File: src/rtl/eth_tx_pkg.sv
// Shared types and constants for the Ethernet TX scheduling path.
package eth_tx_pkg;

  typedef enum logic [2:0] {
    S_IDLE,
    S_PREAMBLE,
    S_SFD,
    S_PAYLOAD,
    S_PAD
  } state_t;

  localparam logic [7:0] PREAMBLE_BYTE = 8'h55;
  localparam logic [7:0] SFD_BYTE      = 8'hD5;
  localparam logic [7:0] PAD_BYTE      = 8'h00;
  localparam int         ETH_MIN_FRAME = 60;

  localparam int NUM_SRC = 2;
  localparam int BYTE_W  = 8;
  localparam int CNT_W   = 11;
  localparam int PRE_W   = 4;

  // Byte counter saturates so runaway frames never wrap into the pad window.
  function automatic logic [CNT_W-1:0] sat_inc(input logic [CNT_W-1:0] v);
    return (&v) ? v : v + CNT_W'(1);
  endfunction

endpackage

File: src/rtl/rr_arbiter2.sv
// Two-way round-robin arbiter; the remembered winner moves only on update_i.
module rr_arbiter2 (
  input  logic       clk_i,
  input  logic       rst_ni,
  input  logic [1:0] req_i,
  input  logic       update_i,
  output logic [1:0] gnt_o
);

  logic last_q, last_d;

  always_comb begin
    gnt_o  = req_i;
    if (req_i == 2'b11) gnt_o = last_q ? 2'b01 : 2'b10;
    last_d = last_q;
    if (update_i && (|req_i)) last_d = gnt_o[1];
  end

  // Reset to source 1 so source 0 wins the first tie.
  always_ff @(posedge clk_i or negedge rst_ni) begin
    if (!rst_ni) last_q <= 1'b1;
    else         last_q <= last_d;
  end

endmodule

File: src/rtl/rmii_tx_scheduler.sv
// Round-robin frame scheduler for two AXI-Stream sources feeding one RMII TX;
// adds preamble/SFD and zero-pads short frames.
module rmii_tx_scheduler
  import eth_tx_pkg::*;
#(
  parameter int PREAMBLE_LEN  = 7,
  parameter int MIN_FRAME_LEN = ETH_MIN_FRAME,
  parameter bit PAD_ENABLE    = 1'b1
) (
  input  logic             clock,
  input  logic             aresetn,
  input  logic [BYTE_W-1:0] s0_axis_tdata,
  input  logic             s0_axis_tvalid,
  output logic             s0_axis_tready,
  input  logic             s0_axis_tlast,
  input  logic [BYTE_W-1:0] s1_axis_tdata,
  input  logic             s1_axis_tvalid,
  output logic             s1_axis_tready,
  input  logic             s1_axis_tlast,
  output logic [BYTE_W-1:0] m_axis_tdata,
  output logic             m_axis_tvalid,
  input  logic             m_axis_tready,
  output logic             m_axis_tlast,
  output logic [1:0]       grant,
  output logic             busy
);

  localparam logic [PRE_W-1:0] PRE_LAST = PRE_W'(PREAMBLE_LEN - 1);
  localparam logic [CNT_W-1:0] MIN_LAST = CNT_W'(MIN_FRAME_LEN - 1);
  localparam logic [CNT_W:0]   MIN_LEN  = (CNT_W+1)'(MIN_FRAME_LEN);

  logic [NUM_SRC-1:0][BYTE_W-1:0] src_tdata;
  logic [NUM_SRC-1:0]             src_tvalid, src_tlast, src_tready;

  assign src_tdata      = {s1_axis_tdata, s0_axis_tdata};
  assign src_tvalid     = {s1_axis_tvalid, s0_axis_tvalid};
  assign src_tlast      = {s1_axis_tlast, s0_axis_tlast};
  assign s0_axis_tready = src_tready[0];
  assign s1_axis_tready = src_tready[1];

  state_t             state_q, state_d;
  logic [1:0]         grant_q, grant_d;
  logic [PRE_W-1:0]   pre_cnt_q, pre_cnt_d;
  logic [CNT_W-1:0]   cnt_q, cnt_d;
  logic [1:0]         arb_gnt;
  logic               arb_update;

  rr_arbiter2 u_arb (
    .clk_i    (clock),
    .rst_ni   (aresetn),
    .req_i    (src_tvalid),
    .update_i (arb_update),
    .gnt_o    (arb_gnt)
  );

  logic              sel;
  logic [BYTE_W-1:0] g_tdata;
  logic              g_tvalid, g_tlast;
  logic [CNT_W:0]    cnt_inc;
  logic              pad_needed, pad_last;

  assign sel        = grant_q[1];
  assign g_tdata    = src_tdata[sel];
  assign g_tvalid   = src_tvalid[sel];
  assign g_tlast    = src_tlast[sel];
  // Widened so the compare stays correct when the counter is saturated.
  assign cnt_inc    = {1'b0, cnt_q} + (CNT_W+1)'(1);
  assign pad_needed = PAD_ENABLE && (cnt_inc < MIN_LEN);
  assign pad_last   = (cnt_q == MIN_LAST);

  always_comb begin
    state_d       = state_q;
    grant_d       = grant_q;
    pre_cnt_d     = pre_cnt_q;
    cnt_d         = cnt_q;
    arb_update    = 1'b0;
    src_tready    = '0;
    m_axis_tdata  = PAD_BYTE;
    m_axis_tvalid = 1'b0;
    m_axis_tlast  = 1'b0;
    unique case (state_q)
      S_IDLE: begin
        if (|src_tvalid) begin
          arb_update = 1'b1;
          grant_d    = arb_gnt;
          pre_cnt_d  = '0;
          state_d    = S_PREAMBLE;
        end
      end
      S_PREAMBLE: begin
        m_axis_tvalid = 1'b1;
        m_axis_tdata  = PREAMBLE_BYTE;
        if (m_axis_tready) begin
          pre_cnt_d = pre_cnt_q + PRE_W'(1);
          if (pre_cnt_q == PRE_LAST) state_d = S_SFD;
        end
      end
      S_SFD: begin
        m_axis_tvalid = 1'b1;
        m_axis_tdata  = SFD_BYTE;
        if (m_axis_tready) begin
          cnt_d   = '0;
          state_d = S_PAYLOAD;
        end
      end
      S_PAYLOAD: begin
        m_axis_tdata  = g_tdata;
        m_axis_tvalid = g_tvalid;
        m_axis_tlast  = g_tlast && !pad_needed;
        src_tready    = grant_q & {NUM_SRC{m_axis_tready}};
        if (g_tvalid && m_axis_tready) begin
          cnt_d = sat_inc(cnt_q);
          if (g_tlast) begin
            if (pad_needed) begin
              state_d = S_PAD;
            end else begin
              state_d = S_IDLE;
              grant_d = '0;
            end
          end
        end
      end
      S_PAD: begin
        m_axis_tvalid = 1'b1;
        m_axis_tdata  = PAD_BYTE;
        m_axis_tlast  = pad_last;
        if (m_axis_tready) begin
          cnt_d = sat_inc(cnt_q);
          if (pad_last) begin
            state_d = S_IDLE;
            grant_d = '0;
          end
        end
      end
      default: state_d = S_IDLE;
    endcase
  end

  always_ff @(posedge clock or negedge aresetn) begin
    if (!aresetn) begin
      state_q   <= S_IDLE;
      grant_q   <= '0;
      pre_cnt_q <= '0;
      cnt_q     <= '0;
    end else begin
      state_q   <= state_d;
      grant_q   <= grant_d;
      pre_cnt_q <= pre_cnt_d;
      cnt_q     <= cnt_d;
    end
  end

  assign grant = grant_q;
  assign busy  = (state_q != S_IDLE);

endmodule

File: config.mk
export PLATFORM = sky130hd
export DESIGN_NAME = rmii_tx_scheduler
export DESIGN_NICKNAME = d
export VERILOG_FILES = /design/src/rtl/eth_tx_pkg.sv /design/src/rtl/rr_arbiter2.sv /design/src/rtl/rmii_tx_scheduler.sv
export SDC_FILE = /design/constraint.sdc
export NUM_CORES = 1
export LEC_CHECK = 0
export ABC_AREA = 1
export CORE_MARGIN = 2
export CORE_UTILIZATION = 55
export DETAILED_ROUTE_END_ITERATION = 16
export DONT_BUFFER_PORTS = 1
export PLACE_DENSITY = 0.81
export SETUP_SLACK_MARGIN = 0.2
export SLEW_MARGIN = 0
export SYNTH_ARGS = -nofsm -noshare
export SYNTH_HDL_FRONTEND = slang
export SYNTH_SLANG_ARGS = --single-unit
File: constraint.sdc
create_clock -name clock -period 1.6 [get_ports clock]
set_input_delay 0.16 -clock clock [delete_from_list [all_inputs] [get_ports clock]]
set_output_delay 0.16 -clock clock [all_outputs]
set_load 0.01 [all_outputs]
# ---- Yosys cells after proc, flatten, opt, wreduce, memory -nomap -nowiden
# Cells that the tools add are included.
dict set report totals {
  wordCells 82
  inputBits 23
  out_inout_bits 15
  reg_bits 21
}
dict set report op_classes {
  n_bitwise 1
  muxes 39
  magnitude_cmp 2
  eq_ne 16
  n_reduce_logical 16
  add_sub_neg 3
}
# operator n
set ops {}
lappend ops {{2-to-1 mux 11 bit} 4}
lappend ops {{case mux 11 bit (3 select lines)} 1}
lappend ops {{2-to-1 mux 3 bit} 9}
lappend ops {{case mux 8 bit (3 select lines)} 1}
lappend ops {{2-to-1 mux 2 bit} 9}
lappend ops {{!= test 2 bit, second input constant} 9}
lappend ops {{2-to-1 mux 8 bit} 2}
lappend ops {{case mux 3 bit (5 select lines)} 1}
lappend ops {{adder 11 x 1 -> 12 bit, second input constant} 1}
lappend ops {{less-than comparator 12 x 6 -> 1 bit, second input constant} 1}
lappend ops {{adder 11 x 1 -> 11 bit, second input constant} 1}
lappend ops {{equality test 11 x 6 -> 1 bit, second input constant} 1}
lappend ops {{AND reduction 11 bit} 1}
lappend ops {{nonzero test 3 bit} 3}
lappend ops {{2-to-1 mux 4 bit} 2}
lappend ops {{case mux 4 bit (2 select lines)} 1}
lappend ops {{AND reduction 8 bit} 1}
lappend ops {{AND reduction 7 bit} 1}
lappend ops {{equality test 3 x 2 -> 1 bit, second input constant} 2}
lappend ops {{2-to-1 mux 1 bit} 6}
lappend ops {{case mux 2 bit (3 select lines)} 1}
lappend ops {{adder 4 x 1 -> 4 bit, second input constant} 1}
lappend ops {{equality test 4 x 3 -> 1 bit, second input constant} 1}
lappend ops {{case mux 1 bit (2 select lines)} 2}
lappend ops {{13 further kinds} 15}

# ---- Longest topological paths before layout
dict set report depth {
  ltp_word 6
  mapped_depth 14
  ltp_nobuf 14
}

# ---- Modules after synthesis
# Synthesis repeated with hierarchy kept, for this count alone.
dict set report unflattened {
  cells_unflattened 272
  area_unflattened_um2 1727.9
}
# module seq_area_each_um2 area_each_um2 instances cells_each
set by_module_without_submodules {}
lappend by_module_without_submodules {rmii_tx_scheduler 500.5 1666.6 1 264}
lappend by_module_without_submodules {rr_arbiter2 26.3 61.3 1 8}

# ---- Worst setup path after synthesis
# OpenSTA, ideal clock, no wires.
dict set report synth_path {
  path_type {register to register}
  startpoint {reg cnt_q[1]}
  endpoint {reg cnt_q[4]}
  required_ns 1.484
  arrival_time_ns 1.592
  period_less_slack_ns 1.708
  slack_ns -0.108
  setup_ns 0.116
  path_buffers 1
  path_stages_with_launch 12
  path_cell_list {dfrtp_1 -> ha_1 -> nand2_2 -> nor2_1 -> nand2_1 -> nor3_1 -> o21bai_4 -> nand3b_4 -> inv_4 -> buf_8 -> nand2_2 -> nand2_1}
}
dict set report synth_via {
  elab_chain_cells 4
  word_cells_on_any_way 6
  cone_classes {1 x add/sub; 4 x mux; 1 x reduce/logical}
}
# element line
set synth_lines {}
lappend synth_lines {{start: declaration} rmii_tx_scheduler.sv:44} ;# logic [CNT_W-1:0] cnt_q, cnt_d;
lappend synth_lines {{start signal: assignment} rmii_tx_scheduler.sv:149} ;# cnt_q <= cnt_d;
lappend synth_lines {{adder 11 x 1 -> 11 bit / AND reduction 11 bit (equally long branches)} eth_tx_pkg.sv:24} ;# return (&v) ? v : v + CNT_W'(1);
lappend synth_lines {{2-to-1 mux 11 bit *} eth_tx_pkg.sv:24}
lappend synth_lines {{2-to-1 mux 11 bit, on equally long branches} {rmii_tx_scheduler.sv:127, rmii_tx_scheduler.sv:111}}
lappend synth_lines {{case mux 11 bit (3 select lines) *} rmii_tx_scheduler.sv:81} ;# unique case (state_q)
# Every way passes the cells marked *; elsewhere a longest branch is shown, timed or not. The select of a mux whose other input is x is not followed.
# A chain may end at the register's enable or synchronous reset.

# ---- Final worst setup path
dict set report layout_path {
  startpoint {reg cnt_q[1]}
  endpoint {out m_axis_tlast}
}
dict set report layout_via {
  elab_chain_cells 5
  word_cells_on_any_way 6
  cone_classes {1 x add/sub; 1 x order compare; 1 x eq/ne; 1 x mux; 2 x reduce/logical}
}
# element line
set layout_lines {}
lappend layout_lines {{adder 11 x 1 -> 12 bit} rmii_tx_scheduler.sv:67} ;# assign cnt_inc = {1'b0, cnt_q} + (CNT_W+1)'(1);
lappend layout_lines {{less-than comparator 12 x 6 -> 1 bit} rmii_tx_scheduler.sv:68} ;# assign pad_needed = PAD_ENABLE && (cnt_inc < MIN_LEN);
lappend layout_lines {{logical NOT 1 bit} rmii_tx_scheduler.sv:109} ;# m_axis_tlast = g_tlast && !pad_needed;
lappend layout_lines {{logical AND 1 bit} rmii_tx_scheduler.sv:109}
lappend layout_lines {{case mux 1 bit (2 select lines) *} rmii_tx_scheduler.sv:81}
lappend layout_lines {{end: declaration} rmii_tx_scheduler.sv:23} ;# output logic m_axis_tlast,
# Every way passes the cells marked *; elsewhere a longest branch is shown, timed or not.

==> results.txt <==
Mapped Area -> 1690 µm²
initial antenna violation count -> 0
Max stage delay cell, worst path -> dfrtp_2
setup TNS -> -4.45 ns
DP Worst Slack -> -0.0937 ns
max-cap viol count -> 0
failing checks -> setup timing
Clock Power Share -> 0.056
syn nets -> 277
Post-DRT Antenna Nets -> 0
commonest non-fill, non-tap cell in the layout -> nand2_1
Total Wirelength -> 6790 µm
P_sw -> 2.45 mW
Initial Util -> 0.568
Ys Warns -> 0
WL per Instance -> 20.3 µm
first-pass GRT wire length -> 8050 µm
root buf cell -> clkbuf_4
I/O pin cnt -> 38
GR Util All Layers -> 0.297
clk sink count -> 21
Final Hold Viols -> 0
CP dominant cell by count -> nand2_2
CTS tree -> done
worst-path maximum fanout -> 5
layout cell share with drive strength beyond 1 -> 0.528
ys async rst share -> 1.00
Final setup violation count -> 30
CTS Buffer Depth -> 2
Final Max Tran Viols -> 0
nets -> 328
Syn Area/Cell -> 6.73 µm²
die area -> 3530 µm²
Die W -> 59.4 µm
FMAX -> 496 MHz
critical-path cell list -> ha_4 -> nand2_4 -> nor2_4 -> nand3_1 -> nand2_2 -> nand3_2 -> nor2_2 -> nand2_1 -> nand2_2 -> o22ai_4
crit share post-route -> 1.26
outcome -> finished, violations left
Seq pwr share -> 0.180
Top Family by Delay on Critical Path -> simple AND/OR/NAND/NOR gates
crit-path max cell delay -> 0.44 ns
worst hold path type -> input port to flip-flop
# H-tree levels -> 1
RSZ-0062 raised after global routing -> yes
via/cell ratio -> 6.17
drt pass-1 iters -> 5
clk slew on worst S/H paths -> 0.13 ns
register area share after synthesis -> 0.312
cell count after synthesis -> 251
Peak VDD IR -> 1.74 mV
Post-route DRC -> 0
Core Area -> 2980 µm²
Critical Path RT -> 1.44 ns
drt first-iter violations -> 148
Bufs and invs on worst path -> 0
Clk Latency, worst-skew pair -> 0.31 ns
row cnt -> 20
Critical Path Sink Type -> output port
# port buffers -> 0
GRT overflow -> 0
PwrDens -> 1790 nW/µm²
crit path DAT -> 1.86 ns
final setup skew -> 0.00214 ns
Top FF cell, synth -> dfrtp_1
Die Y -> 59.4 µm
pin count of the biggest net entering global routing -> 22
Setup Crit Path Kind -> flip-flop to output port
Pint -> 2.27 mW
FF+latch count, synth -> 21
CP Launch Type -> flip-flop
crit path setup slack, layout -> -0.417 ns
global placement routability congestion -> 0.862
vias in the first global route -> 1756
placed inst area -> 1930 µm²
# diodes -> 0
Syn-to-layout area delta -> 56.0%
Post-synth EDFFs -> 0
Tightest Pin Transition -> 0.981 ns
routed vias -> 2062
Unique masters post-synth -> 37
most frequent cells in the layout -> nand2_1, buf_4, buf_6
Max-slew headroom -> 0.344
minimum clock period -> 2.02 ns
Fin Hold WS -> 0.240 ns
fin area -> 2640 µm²
Sw Ratio -> 0.520
Num CTS Buffers -> 3
HPWL after detailed placement -> 2910 µm
Comb pwr share -> 0.764
leakage -> 1.26 nW
==> kinds of logic (layout without fill, tap and decap cells) <==
logic type | after synthesis | in the layout | share of synthesized area
buffers and inverters | 37 | 87 | 0.0933
adders and majority gates | 3 | 3 | 0.0222
and+or+nand+nor | 156 | 156 | 0.422
AOI/OAI and AO/OA | 30 | 30 | 0.130
DFF | 21 | 21 | 0.312
muxes | 1 | 1 | 0.00592
xor gates and xnor gates | 3 | 3 | 0.0155
==> tightest hold or removal path, stage by stage <==
cell	delay, ns
o21ai_0	0.17
nand3_2	0.16
nand2_2	0.07
==> through the flow <==
| stage | power, mW | instances | utilization |
|---|---|---|---|
| after CTS | 3.69 | 323 | 0.763 |
| after floorplan | 2.12 | 251 | - |
| final | 4.72 | 334 | 0.886 |
| after global routing | 4.87 | 334 | 0.886 |
| after global placement | 2.55 | 304 | 0.647 |
| after detailed placement | 2.59 | 304 | 0.647 |
==> synth_stat cells (2+ instances only) <==
master | instances | area [µm²]
nand3_1 | 16 | 80.1
inv_2 | 2 | 7.51
nand2_2 | 2 | 12.5
nor2_8 | 2 | 40.0
xor2_1 | 3 | 26.3
a21oi_1 | 2 | 10.0
and2_1 | 2 | 12.5
nand2_1 | 91 | 342
o21ai_0 | 13 | 65.1
ha_1 | 3 | 37.5
dfrtp_1 | 20 | 500
nor2_2 | 2 | 12.5
nand4_1 | 3 | 18.8
inv_1 | 29 | 109
nor3_1 | 5 | 25.0
nor2_1 | 26 | 97.6
o21ai_2 | 9 | 78.8
nor4_1 | 2 | 12.5
==> power groups by stage <==
stage               Sequential (mW)  Combinational (mW)  Clock [mW]
floorplan                     0.776                1.34           0
global placement              0.805                1.74           0
detailed placement            0.809                1.78           0
CTS                           0.823                2.60       0.267
global route                  0.854                3.74       0.281
finish                        0.848                3.61       0.266
==> repair_timing <==
action                     in CTS  in global routing
setup endpoints to repair      33                 34
buffers inserted               12                 11
pin swaps                      13                 26
cloned                          1                  0
hold endpoints to repair       23                  0
gates resized for setup        68                 74
hold buffers                    2                  0
==> per-layer routing <==
| layer | vias to the layer above | wire, µm | global-route usage |
|---|---|---|---|
| met5 | - | 0 | 0 |
| met4 | 0 | 300 | 0.0552 |
| met3 | 32 | 578 | 0.0459 |
| met2 | 161 | 3270 | 0.540 |
| met1 | 971 | 2640 | 0.369 |
| li1 | 898 | - | - |
==> state kept, by name (all words and copies together), names as in the netlist <==
| name | cells |
|---|---|
| cnt_q | 11 |
| pre_cnt_q | 4 |
| state_q | 3 |
| grant | 2 |
| u_arb.last_q | 1 |
==> final timing paths <==
path,start,to,slack (ns),cells after the start
max reg2reg,cnt_q[1],grant[0],-0.39,15
min in group asynchronous,aresetn,cnt_q[4],0.45,1
min reg2reg,cnt_q[5],cnt_q[5],0.60,2
min,s0_axis_tvalid,u_arb.last_q,0.24,3
max in group asynchronous,aresetn,cnt_q[0],0.50,1
max,cnt_q[1],m_axis_tlast,-0.42,10
==> cell type report <==
type	instances	area, µm²
Timing Repair inverter	1	11.3
Clock inverter	1	5.00
Inverter	33	149
Clock buffer	3	22.5
Tap cell	33	41.3
Sequential cell	21	536
Fill cell	107	340
Multi-Input combinational cell	193	1390
Timing Repair Buffer	49	480
No activity file was read; power rests on OpenSTA's default activity.
